[src/rtl/instr_fetch_unit.sv]
// Instruction fetch stage: single-outstanding RAM reads into a prefetch FIFO,
// presented with decoded fields over valid/ready; supports branch flush, grant back-off and halt.
module instr_fetch_unit #(
    parameter logic [15:0] RESET_PC = 16'h0000,
    parameter int unsigned DEPTH    = 4
) (
    input  logic        Clk,
    input  logic        Reset,
    output logic        Enable,
    output logic        RW,
    output logic [15:0] Address,
    input  logic [31:0] Out,
    input  logic        mem_grant,
    input  logic        halt,
    input  logic        branch_en,
    input  logic [15:0] branch_target,
    output logic        inst_valid,
    input  logic        inst_ready,
    output logic [31:0] instruction,
    output logic [15:0] pc_out,
    output logic [3:0]  Cond,
    output logic [3:0]  OpCode,
    output logic        S,
    output logic [3:0]  destination,
    output logic [3:0]  source_2,
    output logic [3:0]  source_1,
    output logic [4:0]  IV
);
    localparam int unsigned PTR_W = $clog2(DEPTH);
    localparam int unsigned CNT_W = PTR_W + 1;
    localparam logic [CNT_W-1:0] FULL = CNT_W'(DEPTH);

    typedef enum logic [1:0] {IDLE, FETCH, STALL, HALTED} state_t;
    state_t state;

    logic [15:0]      pc;
    logic [15:0]      last_addr;
    logic             inflight;
    logic [31:0]      fifo_word [DEPTH];
    logic [15:0]      fifo_pc   [DEPTH];
    logic [PTR_W-1:0] rd_ptr;
    logic [PTR_W-1:0] wr_ptr;
    logic [CNT_W-1:0] count;
    logic [CNT_W-1:0] count_n;
    logic             issue;
    logic             push;
    logic             pop;
    logic             go_stall;

    // Grant is sampled in the issue cycle itself, so the request strobe is
    // decoded from the registered state plus this cycle's grant/halt/branch.
    // A branch cycle never issues: the redirected fetch starts the cycle after.
    assign issue = ((state == FETCH) || (state == STALL)) && !halt && !branch_en &&
                   mem_grant && !inflight && (count < FULL);
    assign push  = inflight && !branch_en;
    assign pop   = inst_valid && inst_ready;

    assign Enable  = issue;
    assign RW      = 1'b0;
    assign Address = issue ? pc : last_addr;

    assign inst_valid  = (count != '0);
    assign instruction = fifo_word[rd_ptr];
    assign pc_out      = fifo_pc[rd_ptr];
    assign Cond        = instruction[31:28];
    assign OpCode      = instruction[27:24];
    assign S           = instruction[23];
    assign destination = instruction[22:19];
    assign source_2    = instruction[18:15];
    assign source_1    = instruction[14:11];
    assign IV          = instruction[10:6];

    always_comb begin
        count_n = '0;
        if (!branch_en) begin
            count_n = count + CNT_W'(push) - CNT_W'(pop);
        end
        go_stall = ((count_n + CNT_W'(issue)) == FULL) || !mem_grant;
    end

    always_ff @(posedge Clk or posedge Reset) begin
        if (Reset) begin
            state     <= IDLE;
            pc        <= RESET_PC;
            last_addr <= RESET_PC;
            inflight  <= 1'b0;
            rd_ptr    <= '0;
            wr_ptr    <= '0;
            count     <= '0;
            for (int unsigned i = 0; i < DEPTH; i++) begin
                fifo_word[PTR_W'(i)] <= '0;
                fifo_pc[PTR_W'(i)]   <= '0;
            end
        end else begin
            inflight <= issue;
            count    <= count_n;
            if (issue) begin
                last_addr <= pc;
                pc        <= pc + 16'd1;
            end
            // The response of a request in flight during a branch arrives in
            // the branch cycle itself, so skipping the push drops it.
            if (branch_en) begin
                pc     <= branch_target;
                rd_ptr <= '0;
                wr_ptr <= '0;
            end else begin
                if (push) begin
                    fifo_word[wr_ptr] <= Out;
                    fifo_pc[wr_ptr]   <= last_addr;
                    wr_ptr            <= wr_ptr + PTR_W'(1);
                end
                if (pop) begin
                    rd_ptr <= rd_ptr + PTR_W'(1);
                end
            end
            if (halt) begin
                state <= HALTED;
            end else begin
                case (state)
                    IDLE, HALTED: state <= FETCH;
                    default:      state <= go_stall ? STALL : FETCH;
                endcase
            end
        end
    end
endmodule

[config.mk]
export PLATFORM = sky130hd
export DESIGN_NAME = instr_fetch_unit
export DESIGN_NICKNAME = d
export VERILOG_FILES = /design/src/rtl/instr_fetch_unit.sv
export SDC_FILE = /design/constraint.sdc
export NUM_CORES = 1
export LEC_CHECK = 0
export CORE_MARGIN = 2
export CORE_UTILIZATION = 43
export DETAILED_ROUTE_END_ITERATION = 10
export MAX_ROUTING_LAYER = met4
export PLACE_DENSITY = 0.71
export SLEW_MARGIN = 20
export SYNTH_ARGS = -nofsm -noshare
export SYNTH_HDL_FRONTEND = slang
export SYNTH_SLANG_ARGS = --single-unit
[constraint.sdc]
create_clock -name Clk -period 9.4 [get_ports Clk]
set_clock_uncertainty 0.1 [all_clocks]
set_input_delay 1.88 -clock Clk [delete_from_list [all_inputs] [get_ports Clk]]
set_output_delay 1.88 -clock Clk [all_outputs]
set_load 0.01 [all_outputs]
==> Word-level counts from Yosys, hierarchy flattened <==
Index checks and enable logic that the tools add are counted.
{ "word_totals": {"out_inout_bits": 93, "word_cells": 76, "in_bits": 54, "mem_bits_ro": 0, "latch_bits": 0, "memories": 0, "regBits": 234, "ram_bits": 0} }
{ "op_classes": {"eq_ne": 4, "order_cmp": 4, "n_addsub": 6, "shift": 0, "n_bitwise": 3, "n_reduce_logical": 21, "n_div": 0, "muxes": 23, "mul": 0} }
{ "ops": {"columns": ["cell", "count"], "rows": [
  ["bitwise mux 128 bit", 1],
  ["two-way mux 16 bit", 6],
  ["two-way mux 32 bit", 3],
  ["binary-select mux 32 bit (select 2 bit)", 1],
  ["bitwise mux 64 bit", 1],
  ["demux 32 bit (select 2 bit)", 1],
  ["binary-select mux 16 bit (select 2 bit)", 1],
  ["demux 16 bit (select 2 bit)", 1],
  ["adder 16 x 1 -> 16 bit, second input constant", 1],
  ["two-way mux 2 bit", 7],
  ["logical AND 1 bit", 8],
  ["adder 3 x 1 -> 3 bit", 2],
  [">= comparator 3 bit, second input constant", 2],
  ["inverter 2 -> 3 bit", 2],
  ["nonzero test 2 bit", 3],
  ["adder 2 x 1 -> 2 bit, second input constant", 2],
  ["== test 2 bit, second input constant", 2],
  ["logical NOT 1 bit", 4],
  ["== test 3 bit, second input constant", 1],
  ["less-than comparator 3 x 1 -> 1 bit, second input constant", 1],
  ["less-than comparator 3 bit, second input constant", 1],
  ["two-way mux 3 bit", 1],
  ["nonzero test 3 bit", 1],
  ["subtractor 3 x 1 -> 3 bit", 1],
  ["6 further kinds", 7]
]} }

==> Depth between registers and ports, before layout <==
{ "depth": {"ltp_word": 13, "mapped_depth": 13, "ltp_nobuf": 13} }

==> Worst setup path after synthesis <==
No wires, ideal clock.
{ "synth_path": {"kind": "input to output", "from": "input halt", "to": "output Address[10]", "slack_ns": 4.137, "n_path_buf": 1, "stages": 5, "t_required_ns": 7.420, "arrival_time_ns": 3.283, "cell_sequence": "nor4b_4 -> nand2_2 -> nor2_8 -> buf_6 -> mux2_1"} }
{ "synth_via": {"elab_chain_cells": 7} }
{ "synth_lines": {"columns": ["element", "line_no", "source"], "rows": [
  ["from (decl)", "14", "input logic halt,"],
  ["logical NOT 1 bit", "53", "assign issue = ((state == FETCH) || (state == STALL)) && !halt && !branch_en &&"],
  ["logical AND 1 bit (3 in a row)", "53", null],
  ["logical AND 1 bit (2 in a row)", "54", "mem_grant && !inflight && (count < FULL);"],
  ["via Enable", "9", "output logic Enable,"],
  ["two-way mux 16 bit", "60", "assign Address = issue ? pc : last_addr;"],
  ["to (decl)", "11", "output logic [15:0] Address,"]
]} }
The timed path passes the listed nets, and every way through them passes these cells.

==> Worst setup path after layout <==
{ "layout_path": {"from": "input halt", "to": "output Address[10]"} }
{ "layout_via": {"elab_chain_cells": 7} }
{ "layout_lines": {"columns": ["element", "line_no"], "rows": [
  ["logical NOT 1 bit", "53"],
  ["logical AND 1 bit (3 in a row)", "53"],
  ["logical AND 1 bit (2 in a row)", "54"],
  ["two-way mux 16 bit", "60"]
]} }
No other way between the ends.

==> key figures <==
Finish
  – Fillers: 2051
  – Layout Nets: ~870
  – ANT cells: 0
  – Final Cell Area: approximately 13000 sq um
  – Layout Area Growth over Synthesis: 22.5%
  – Layout cells sized above 1: a little under two fifths
  – Layout Cells excl Fill: roughly 1100
  – Reg area: about 5900 sq um
  – Area taken by multi-input logic gates: about 4300 sq um

Logic synthesis
  – Post-synth ARST share: 100%
  – Top cells by count, synth: dfrtp_1 (234), mux2_2 (203), mux4_2 (48), buf_4 (27), buf_2 (26)
  – Syn Std Cell Area: about 11000 sq um
  – Post-Synthesis Cells: between 600 and 700
  – Distinct cells, synth: 43
  – YS warnings: 0
  – Avg Cell Area, Syn: between 15 and 20 sq um
  – Yosys reg bits: 234
  – Synthesized Nets: between 700 and 800
  – Share of the synthesized area in the top cell type: between 50% and 60%
  – Area contributors post-synth: dfrtp_1 (55%), mux2_2 (22%), mux4_2 (10%)
  – Register area share after synthesis: 55.4%
  – Number of synthesized flops with an enable pin: 0
  – Predominant post-synthesis flop cell: dfrtp_1
  – Synth area leader: dfrtp_1
  – Top-count cell post-synth: dfrtp_1

Clock network
  – Clk sinks: 234
  – CTS Hold Bufs: 0
  – Worst-Skew Late Latency: 0.52 ns
  – CTS H-tree lvls: 1
  – Post_cts resized: 0
  – Worst-path clk slew: around 0.05 ns
  – Num CTS Buffers: 26
  – CTS tree: built
  – Post-CTS setup buffer count: 0
  – CTS max path bufs: 3
  – Root Driver: clkbuf_16

Routing
  – Starting DRT DRC Count: roughly 260
  – WL final: 21.0 mm
  – Highest routed metal layer: met4
  – Routed Antenna Nets: 0
  – First-pass DRT Iterations: 4
  – Vias per Instance: 5.31
  – Drt drc: 0
  – WL/cell: about 18 microns
  – WL met2: 9.76 mm
  – Met3 wire len: around 1.1 mm
  – DRT met1 WL: 9.82 mm
  – DR vias: around 6100

Place
  – Placed instance area: roughly 12000 sq um
  – Final Wtd Congestion: between 0.7 and 0.8
  – DP HPWL: about 13 mm
  – Pre-CTS setup slack: between 2 and 3 ns
  – Placed cell count: between 1000 and 1500
  – Port Buf Inserts: between 100 and 150

Setup path
  – Critical path type: in -> out
  – Crit path DAT: ~4.5 ns
  – Crit-path max FO: 19
  – Worst setup EP type: primary output
  – Critical path launch point type: input pin
  – CP required: 7.42 ns

Timing
  – PnR worst setup slack: slightly below 3 ns
  – Final Hold Viols: 0
  – Final min period: 6.49 ns
  – Actual slew at the worst max-slew pin: between 1 and 1.5 ns
  – Final Max Tran Viols: 0
  – Worst slew margin: 28.7%
  – Fmax: roughly 0.15 GHz
  – Unrepaired setup endpoints after global routing: no
  – Period utilisation layout: 69.0%
  – Setup TNS: 0 ns
  – Setup violations, final: 0

Floorplan
  – Ports: roughly 150
  – # rows: between 50 and 60
  – Die H: approximately 160 microns
  – Total core area: 24200 sq um
  – Initial Util: 43.6%
  – Die Width: between 150 and 200 microns
  – DIE AREA: around 26000 sq um

Power and ir drop
  – Overall power: 0.00339 W
  – Worst vdd ir: roughly 0.18 mV
  – Lkg Pwr: around 6 nW
  – Power Density: 262 nW/um^2

Global routing
  – GRT overflow: 0
  – Overall Global Routing Usage: between 10% and 20%
  – First-pass GRT wire length: around 35 mm
  – Largest net degree at the start of global routing: 84
  – Initial antenna violation count: 0
  – Vias in the first global route: roughly 6500

Job
  – Max-cap viol count: 0

Hold path
  – Min-Delay Path Class: reg -> reg

Status
  – Outcome: finished clean
worst paths after layout:
check	start	end	slack [ns]	cells past startpoint
worst max-delay path	halt	Address[10]	2.91	6
worst min-delay path	fifo_word[42]	fifo_word[42]	0.40	1
worst max register to register	inflight	state[0]	6.23	13
worst min register to register	fifo_word[42]	fifo_word[42]	0.40	1
max in group asynchronous	Reset	rd_ptr[0]	6.02	3
min in group asynchronous	Reset	fifo_word[78]	1.73	2
sequential cells by signal (all words and copies together) (netlist names):
signal / count
last_addr: 16
count: 3
fifo_pc: 64
wr_ptr: 2
inflight: 1
state: 2
pc: 16
rd_ptr: 2
fifo_word: 128
cell type report:
cell class                 instances  share of cell area, %
clock buffer                      40                   5.89
sequential                       234                   45.2
multi-input combinational        381                   33.2
tap                              324                   3.13
inverter                          11                  0.377
clock inverter                     4                  0.435
timing repair buffer             153                   11.7
layer usage:
layer  global-route usage [%]  vias up
met5                        -        -
met4                     3.61        0
met3                     3.64       30
met2                     26.6      160
met1                     23.4     3172
li1                         -     2732
cells by family after synthesis:
kind of cell | count (synthesis) | synth area share, %
xor gates and xnor gates | 13 | 1.21
AOI/OAI and AO/OA | 26 | 1.46
DFF | 234 | 55.4
adders and majority gates | 10 | 1.25
muxes | 261 | 32.8
buffers and inverters | 76 | 4.03
and+or+nand+nor | 70 | 3.80
other | 1 | 0.0355
through the flow:
step | utilization, % | hold slack, ns
after floorplan | - | 0.374
after global placement | 50.0 | 0.382
after detailed placement | 50.0 | 0.388
after CTS | 53.4 | 0.400
after global routing | 53.4 | 0.410
final | 53.4 | 0.399
cell usage in the layout, fill, tap and decap left out, types with 9 or more instances in the layout:
cell type,count
clkdlybuf4s50_1,145
nand2_1,13
ha_1,9
nand3_1,9
dfrtp_1,232
mux4_2,48
o21ai_0,13
mux2_2,203
inv_1,9
clkbuf_16,26
nor2_1,15
report_power, final:
group	switching [W]	internal (W)
registers	0.000180	0.00117
logic	0.000398	0.000676
clock network	0.000386	0.000581
total	0.000964	0.00243
critical path: stages:
cell             delay (ns)
clkdlybuf4s50_1        0.51
nor4b_4                0.61
nand2_2                0.22
nor2_8                 0.39
mux2_1                 0.39
clkdlybuf4s50_1        0.49
Note: power is estimated with default switching activity, not from simulation.
